File: src/rtl/reg_file_mp.sv
`default_nettype none
// ============================================================================
//  Module      : reg_file_mp
//  Description : Multi-ported register file with two combinational read
//                ports, two write ports (port 1 wins on collisions), a
//                write-through read bypass, and a per-register pending
//                (scoreboard) bit set by a claim and cleared by a write.
//                After reset the block sweeps every register to zero, one
//                per cycle, before raising ready.
//  Revision    : 1.0 - initial release
// ----------------------------------------------------------------------------
//  Parameters
//    DATA_W     register / data port width in bits
//    ADDR_W     address width; DEPTH = 2**ADDR_W registers
//    ZERO_REG   1: register 0 reads as zero, is never written, never pending
//  Ports
//    clk                    single clock, all state changes on rising edge
//    rst                    synchronous active-high reset
//    rd_addr_a / rd_addr_b  read addresses
//    rd_data_a / rd_data_b  combinational read data (with write bypass)
//    rd_pend_a / rd_pend_b  registered pending bit of the addressed register
//    we_0, wa_0, wd_0       write port 0
//    we_1, wa_1, wd_1       write port 1 (priority over port 0)
//    claim_en, claim_addr   mark a register as awaiting a write
//    ready                  clear sweep done, operations accepted
// ============================================================================
module reg_file_mp #(
    parameter int DATA_W   = 32,
    parameter int ADDR_W   = 5,
    parameter int ZERO_REG = 1
) (
    input  logic              clk,
    input  logic              rst,
    input  logic [ADDR_W-1:0] rd_addr_a,
    input  logic [ADDR_W-1:0] rd_addr_b,
    output logic [DATA_W-1:0] rd_data_a,
    output logic [DATA_W-1:0] rd_data_b,
    output logic              rd_pend_a,
    output logic              rd_pend_b,
    input  logic              we_0,
    input  logic [ADDR_W-1:0] wa_0,
    input  logic [DATA_W-1:0] wd_0,
    input  logic              we_1,
    input  logic [ADDR_W-1:0] wa_1,
    input  logic [DATA_W-1:0] wd_1,
    input  logic              claim_en,
    input  logic [ADDR_W-1:0] claim_addr,
    output logic              ready
);

    localparam int                c_DEPTH    = 1 << ADDR_W;
    localparam logic [ADDR_W-1:0] c_LAST_IDX = '1;
    localparam logic              c_ZERO_EN  = (ZERO_REG != 0);

    typedef enum logic [0:0] {
        S_CLEAR = 1'b0,
        S_RUN   = 1'b1
    } state_t;

    state_t              r_state_q;
    state_t              w_state_d;
    logic [ADDR_W-1:0]   r_clr_idx_q;
    logic [ADDR_W-1:0]   w_clr_idx_d;
    logic [DATA_W-1:0]   r_mem_q [c_DEPTH];
    logic [DATA_W-1:0]   w_mem_d [c_DEPTH];
    logic [c_DEPTH-1:0]  r_pend_q;
    logic [c_DEPTH-1:0]  w_pend_d;
    logic                w_run;
    logic                w_clearing;

    // rst is folded in so that ready and all reads drop in the same cycle
    // reset is asserted, not one edge later.
    assign w_run      = (r_state_q == S_RUN)   && !rst;
    assign w_clearing = (r_state_q == S_CLEAR) && !rst;
    assign ready      = w_run;

    // ------------------------------------------------------------------
    // Sweep FSM: CLEAR zeroes one register per cycle, leaves on the edge
    // that clears the last index.
    // ------------------------------------------------------------------
    always_comb begin
        w_state_d   = r_state_q;
        w_clr_idx_d = r_clr_idx_q;
        case (r_state_q)
            S_CLEAR: begin
                if (r_clr_idx_q == c_LAST_IDX) begin
                    w_state_d   = S_RUN;
                    w_clr_idx_d = '0;
                end else begin
                    w_clr_idx_d = r_clr_idx_q + 1'b1;
                end
            end
            S_RUN: begin
                w_state_d = S_RUN;
            end
            default: begin
                w_state_d   = S_CLEAR;
                w_clr_idx_d = '0;
            end
        endcase
    end

    always_ff @(posedge clk) begin
        if (rst) begin
            r_state_q   <= S_CLEAR;
            r_clr_idx_q <= '0;
            r_pend_q    <= '0;
        end else begin
            r_state_q   <= w_state_d;
            r_clr_idx_q <= w_clr_idx_d;
            r_pend_q    <= w_pend_d;
        end
    end

    // ------------------------------------------------------------------
    // Per-register next-state. Register contents are not reset; the
    // sweep is what makes them zero.
    // ------------------------------------------------------------------
    for (genvar gi = 0; gi < c_DEPTH; gi++) begin : g_entry
        localparam logic [ADDR_W-1:0] c_IDX       = ADDR_W'(gi);
        localparam logic              c_HARD_ZERO = c_ZERO_EN && (gi == 0);

        logic w_wr0;
        logic w_wr1;
        logic w_claim;
        logic w_sweep;

        assign w_wr0   = w_run && we_0 && (wa_0 == c_IDX);
        assign w_wr1   = w_run && we_1 && (wa_1 == c_IDX);
        assign w_claim = w_run && claim_en && (claim_addr == c_IDX);
        assign w_sweep = w_clearing && (r_clr_idx_q == c_IDX);

        // Port 1 is checked first so it wins an address collision.
        assign w_mem_d[gi] = c_HARD_ZERO ? '0    :
                             w_wr1       ? wd_1  :
                             w_wr0       ? wd_0  :
                             w_sweep     ? '0    :
                                           r_mem_q[gi];

        // A claim landing with a write leaves the register pending: the
        // claimant's write is still outstanding.
        assign w_pend_d[gi] = c_HARD_ZERO       ? 1'b0 :
                              w_claim           ? 1'b1 :
                              (w_wr0 || w_wr1)  ? 1'b0 :
                                                  r_pend_q[gi];

        always_ff @(posedge clk) begin
            r_mem_q[gi] <= w_mem_d[gi];
        end
    end

    // ------------------------------------------------------------------
    // Read ports. Data bypasses same-cycle writes; pending does not.
    // ------------------------------------------------------------------
    logic [ADDR_W-1:0] w_rd_addr [2];
    logic [DATA_W-1:0] w_rd_data [2];
    logic [1:0]        w_rd_pend;

    assign w_rd_addr[0] = rd_addr_a;
    assign w_rd_addr[1] = rd_addr_b;

    for (genvar gp = 0; gp < 2; gp++) begin : g_rd
        logic w_zero_addr;
        logic w_hit0;
        logic w_hit1;

        assign w_zero_addr = c_ZERO_EN && (w_rd_addr[gp] == '0);
        assign w_hit1      = we_1 && (wa_1 == w_rd_addr[gp]);
        assign w_hit0      = we_0 && (wa_0 == w_rd_addr[gp]);

        assign w_rd_data[gp] = (!w_run || w_zero_addr) ? '0   :
                               w_hit1                  ? wd_1 :
                               w_hit0                  ? wd_0 :
                                                         r_mem_q[w_rd_addr[gp]];

        assign w_rd_pend[gp] = (!w_run || w_zero_addr) ? 1'b0 :
                                                         r_pend_q[w_rd_addr[gp]];
    end

    assign rd_data_a = w_rd_data[0];
    assign rd_data_b = w_rd_data[1];
    assign rd_pend_a = w_rd_pend[0];
    assign rd_pend_b = w_rd_pend[1];

endmodule

`default_nettype wire
File: config.mk
export PLATFORM = sky130hd
export DESIGN_NAME = reg_file_mp
export DESIGN_NICKNAME = d
export VERILOG_FILES = /design/src/rtl/reg_file_mp.sv
export SDC_FILE = /design/constraint.sdc
export NUM_CORES = 2
export LEC_CHECK = 0
export CAP_MARGIN = 40
export CORE_ASPECT_RATIO = 0.8
export CORE_UTILIZATION = 50
export DETAILED_ROUTE_END_ITERATION = 8
export PLACE_DENSITY = 0.67
export REMOVE_ABC_BUFFERS = 1
export SYNTH_ARGS = -nofsm -noshare
export SYNTH_HDL_FRONTEND = slang
export SYNTH_SLANG_ARGS = --single-unit
File: constraint.sdc
create_clock -name clk -period 11.7 [get_ports clk]
set_input_delay 2.925 -clock clk [delete_from_list [all_inputs] [get_ports clk]]
set_output_delay 2.925 -clock clk [all_outputs]
set_load 0.01 [all_outputs]
# Word-level counts from Yosys, hierarchy flattened
# Memories as Yosys holds them, arrays and structs flattened.
# Index checks and enable logic that the tools add are counted.
classes:
  n_addsub: 1
  n_lt_le_gt_ge: 2
  eq_ne: 159
  n_mux: 170
  bitwise_logic: 1
  reduce_logical: 201
ops:
  columns: ["op", "n"]
  rows:
  - ["$mux 32", 99]
  - ["$eq 5x5->1 const B", 64]
  - ["$eq 5x4->1 const B", 32]
  - ["$logic_and 1x1->1", 133]
  - ["$ne 3x3->1 const B", 31]
  - ["$eq 5x3->1 const B", 16]
  - ["$mux 1", 67]
  - ["$reduce_bool 2->1", 31]
  - ["$eq 5x2->1 const B", 8]
  - ["$logic_or 1x1->1", 33]
  - ["$eq 5x1->1 const B", 4]
  - ["$eq 5x5->1", 4]
  - ["$lt 5x6->1 const B", 2]
  - ["$bmux 1 s5", 2]
  - ["$logic_not 5->1", 2]
  - ["$add 5x1->5 const B", 1]
  - ["$mux 5", 1]
  - ["$logic_not 1->1", 2]
  - ["$pmux 1 s2", 1]
  - ["$not 1->1", 1]
totals:
  reg_bits: 38
  mem_bits_rw: 1024
  input_bits: 94
  out_inout_bits: 67
  word_cells: 569
  n_memories: 1
mem_list:
  columns: ["name", "words", "width", "rd", "rd_ports_with_merged_regs", "wr", "line", "text"]
  rows:
  - ["r_mem_q", 32, 32, 2, 0, 32, "64", "logic [DATA_W-1:0] r_mem_q [c_DEPTH];"]

# Logic depth before layout (Yosys ltp)
logic_depth:
  word_depth: 7
  depth_mapped: 10
  depth_no_buf: 6

# Worst setup path before layout
# Ideal clock, no wire load.
synth_path:
  kind: "input port to output port"
  start: "input port rst"
  end: "output port rd_data_b[20]"
  t_arrival_ns: 4.621
  required_ns: 8.775
  path_slack_ns: 4.154
  cell_stages: 7
  path_buffers: 2
  path_cell_list: "and2b_1 > o41ai_2 > o21ba_1 > clkbuf_1 > nand2b_2 > buf_2 > o41ai_1"
synth_via:
  elab_chain_cells: 5
synth_rtl:
  columns: ["item", "line", "text"]
  rows:
  - ["from (decl)", "33", "input logic rst,"]
  - ["$logic_not 1->1", "73", "assign w_run = (r_state_q == S_RUN) && !rst;"]
  - ["$logic_and 1x1->1", "73", null]
  - ["$logic_not 1->1", "171", "assign w_rd_data[gp] = (!w_run || w_zero_addr) ? '0 :"]
  - ["$logic_or 1x1->1", "171", null]
  - ["$mux 32", "171", null]
  - ["to (decl)", "37", "output logic [DATA_W-1:0] rd_data_b,"]
# No other way between the ends.

# Worst setup path after layout
layout_path:
  start: "input port wa_1[2]"
  end: "output port rd_data_a[5]"
layout_via:
  elab_chain_cells: 4
layout_rtl:
  columns: ["item", "line", "text"]
  rows:
  - ["from (decl)", "44", "input logic [ADDR_W-1:0] wa_1,"]
  - ["$eq 5x5->1", "168", "assign w_hit1 = we_1 && (wa_1 == w_rd_addr[gp]);"]
  - ["$logic_and 1x1->1", "168", null]
  - ["$mux 32", "172", "w_hit1 ? wd_1 :"]
  - ["$mux 32", "171", null]
  - ["to (decl)", "36", "output logic [DATA_W-1:0] rd_data_a,"]
# No other way between the ends.

==> results by group <==
Finish
  – Share of layout cells above drive strength 1: 16.19%
  – Antenna diodes: 0
  – Layout Utilization: 55.62%
  – Area Growth Syn to Fin: 10.34%
  – Nets@finish: 4820

Route
  – Violation count after the first detailed-route iteration: 8820
  – Wire per inst: 38.58 um
  – DR vias: 50577
  – DRC viols: 0
  – Total wire length: 248600 um
  – TritonRoute pass-1 iters: 7
  – Vias/cell: between 7 and 8
  – Detail Route Antenna Nets: 0

Timing
  – TNS Setup: 0 ps
  – Hold Vio Cnt, Final: 0
  – Worst-Margin Slew: 1069 ps
  – Fmax: between 0.1 and 0.15 GHz
  – WHS: 546.3 ps
  – RSZ-0062 raised after global routing: no
  – Number of max-slew violations in the final report: 0
  – Final period util: between 80% and 90%
  – Skew final: between 20 and 25 ps
  – Slew Limit Headroom: 28.74%
  – Final min period: between 9000 and 10000 ps
  – Final setup violation count: 0

Critical path
  – Startpoint Class: primary input
  – Critical path class: in2out
  – Crit-path max cell delay: 1000 ps
  – Top delay family on crit path: buffers and inverters
  – Critical-path maximum fanout: 20
  – Most used cell along the critical path: clkdlybuf4s50_1
  – Critical Path RT: 8780 ps
  – Worst path bufs/invs: 3
  – Critical Path End Type: primary output
  – CP arrival: slightly below 7000 ps
  – Cells along the critical path: clkdlybuf4s50_1 > xor2_1 > nor4_1 > and3b_2 > buf_4 > a32oi_1 > o41ai_2 > clkdlybuf4s50_1
  – CP max stage cell: and3b_2

Global routing
  – Initial antenna violation count: 3
  – Largest net degree at the start of global routing: around 110
  – Total Routing Usage GR: 38.19%
  – First-pass GRT wire length: about 350000 um
  – Vias in the first global route: about 48000
  – Total grt overflow: 0

Clock network
  – Root buf cell: clkbuf_16
  – Worst-skew pair later-pin latency: ~750 ps
  – PostCTS Resize Cnt: 0
  – TritonCTS Buffers: 104
  – TritonCTS clock tree: yes
  – H-tree depth: 3
  – Max Buffers Root-to-Sink: 3
  – CTS Sinks: 1029
  – Clock transition at path regs: 60 ps
  – # hold bufs at CTS: 0
  – Post-CTS Setup Bufs: 0

Logic synthesis
  – Yosys reg bits: 1029
  – Post-synth EDFFs: 992
  – Unique cell type count in the Yosys netlist: 57
  – Post-synthesis cell area: 62010 sq um
  – Gate Count Post-Synth: 4959
  – Avg Inst Size Synth: 12.50 sq um
  – Yosys Warn Count: 0
  – Post-synthesis sequential area ratio: between 40 and 50%
  – Asr flop ratio synth: 0%
  – Synth Flop Type: edfxtp_1

Floorplanning
  – Die span in y: 317.0 um
  – Io pins: roughly 160
  – Rows: 115
  – Core Footprint: about 120000 sq um
  – Die area: 125400 sq um
  – Initial Util: 50.41%
  – Die W: 395.7 um

Run status
  – Status: finished clean

Power
  – Pleak: 25.64 nW
  – Power per cell area: 118.8 nW/um^2
  – Worst vdd ir: about 0.00012 V

Run
  – Max-cap violations: 0

Placed design
  – Routability cong.: 0.9557
  – Port Buf Inserts: 160
  – Post-detail-place hpwl: 139500 um

Min path
  – Worst Hold Class: reg2reg
-- power by group --
| group | total (mW) | internal [mW] | switching (mW) |
|---|---|---|---|
| Sequential | 4.00 | 3.99 | 0.00586 |
| Clock | 3.38 | 1.87 | 1.51 |
| Combinational | 0.755 | 0.214 | 0.540 |
| Total | 8.13 | 6.08 | 2.05 |
-- sequential cells by signal (all words and copies together), names as in the netlist --
signal       cells
r_clr_idx_q      5
r_mem_q        992
r_pend_q        31
r_state_q        1
-- placed cells by master (no fill, tap or decap), types with 21 or more instances in the layout --
| cell type | n |
|---|---|
| a22o_1 | 994 |
| dfxtp_1 | 37 |
| nor3_2 | 27 |
| a32oi_1 | 64 |
| nor3_1 | 228 |
| mux2i_1 | 684 |
| clkinv_2 | 21 |
| o21ai_4 | 29 |
| nand2_1 | 22 |
| nor3_4 | 36 |
| a21oi_1 | 48 |
| clkinv_1 | 30 |
| nor2_1 | 58 |
| a22oi_1 | 45 |
| mux4_2 | 118 |
| a311oi_1 | 27 |
| mux2_2 | 71 |
| nand2b_1 | 42 |
| clkbuf_16 | 108 |
| nor2b_1 | 87 |
| edfxtp_1 | 992 |
| buf_2 | 22 |
| buf_4 | 213 |
| o21a_1 | 31 |
| a221oi_1 | 63 |
| o41ai_2 | 60 |
| clkdlybuf4s50_1 | 150 |
| o22ai_1 | 318 |
-- Yosys cell counts, types with 5 or more instances --
cell | count | area share, %
buf_2 | 157 | 1.3
edfxtp_1 | 992 | 48
o41ai_2 | 60 | 1.6
buf_4 | 44 | 0.53
dfxtp_1 | 37 | 1.2
mux2_2 | 71 | 1.3
nand2_1 | 28 | 0.17
a22oi_1 | 45 | 0.54
nand2b_1 | 49 | 0.49
mux2i_1 | 684 | 11
mux4_2 | 118 | 4.3
xnor2_1 | 8 | 0.11
nor3_2 | 33 | 0.53
nor2_1 | 58 | 0.35
a221oi_1 | 63 | 0.89
a32oi_1 | 64 | 0.90
a311oi_1 | 27 | 0.38
o22ai_1 | 318 | 3.2
nor3_1 | 255 | 2.1
buf_1 | 75 | 0.45
a22o_1 | 994 | 14
o21a_1 | 31 | 0.38
ha_1 | 6 | 0.12
buf_6 | 36 | 0.65
nor2b_1 | 89 | 0.90
a21oi_1 | 49 | 0.40
o21ai_0 | 32 | 0.26
clkbuf_1 | 443 | 2.7
a211oi_1 | 19 | 0.23
nor4_1 | 5 | 0.050
xor2_1 | 12 | 0.17
-- routing by layer --
layer | share of wire (%) | up-vias | global-route usage [%]
met5 | 0.10 | - | 1.265
met4 | 6.4 | 10 | 22.10
met3 | 15 | 948 | 12.68
met2 | 42 | 4729 | 54.70
met1 | 37 | 25068 | 50.58
li1 | - | 19822 | -
-- stage by stage --
stage               std cells  power, mW  instance area [sq um]  setup slack, ps
floorplan                4197      4.293                  58460             1294
global placement         6211      4.771                  64580             1932
detailed placement       6247      4.795                  65090             2139
CTS                      6439      8.084                  68400             2137
global route             6444      8.248                  68430             1904
finish                   6444      8.129                  68430             1898
-- final timing paths --
kind	cells after the start	startpoint	slack, ps	to
worst min-delay path	2	r_pend_q[14]$_SDFFE_PP0P_	550	r_pend_q[14]$_SDFFE_PP0P_
worst max-delay path	8	wa_1[2]	1900	rd_data_a[5]
worst min register to register	2	r_pend_q[14]$_SDFFE_PP0P_	550	r_pend_q[14]$_SDFFE_PP0P_
worst max register to register	9	r_state_q$_SDFF_PP0_	8280	r_mem_q[31][23]$_DFFE_PP_
-- layout make-up --
cell class	count	area, sq um
clock buffer	126	2770
clock inverter	66	541.8
fill	9927	54600
inverter	3	11.26
multi-input combinational	3165	28690
sequential	1029	30530
tap	1638	2049
timing repair buffer	417	3837
-- kinds of logic after synthesis --
group	synth area share (%)
AO/OA/AOI/OAI	22.93
XOR/XNOR	0.2825
adder cells (fa/ha/maj)	0.1211
buffers and inverters	5.752
flip-flops	49.23
multiplexers	16.70
AND/OR/NAND/NOR	4.982
-- worst reg2reg max path, delay by kind of cell, from the launching register on --
family | cells | cell delay, ps
flops | 1 | 310
buf+inv | 5 | 1640
compound gates | 1 | 360
simple gates | 3 | 880
Note: power is estimated with default switching activity, not from simulation.
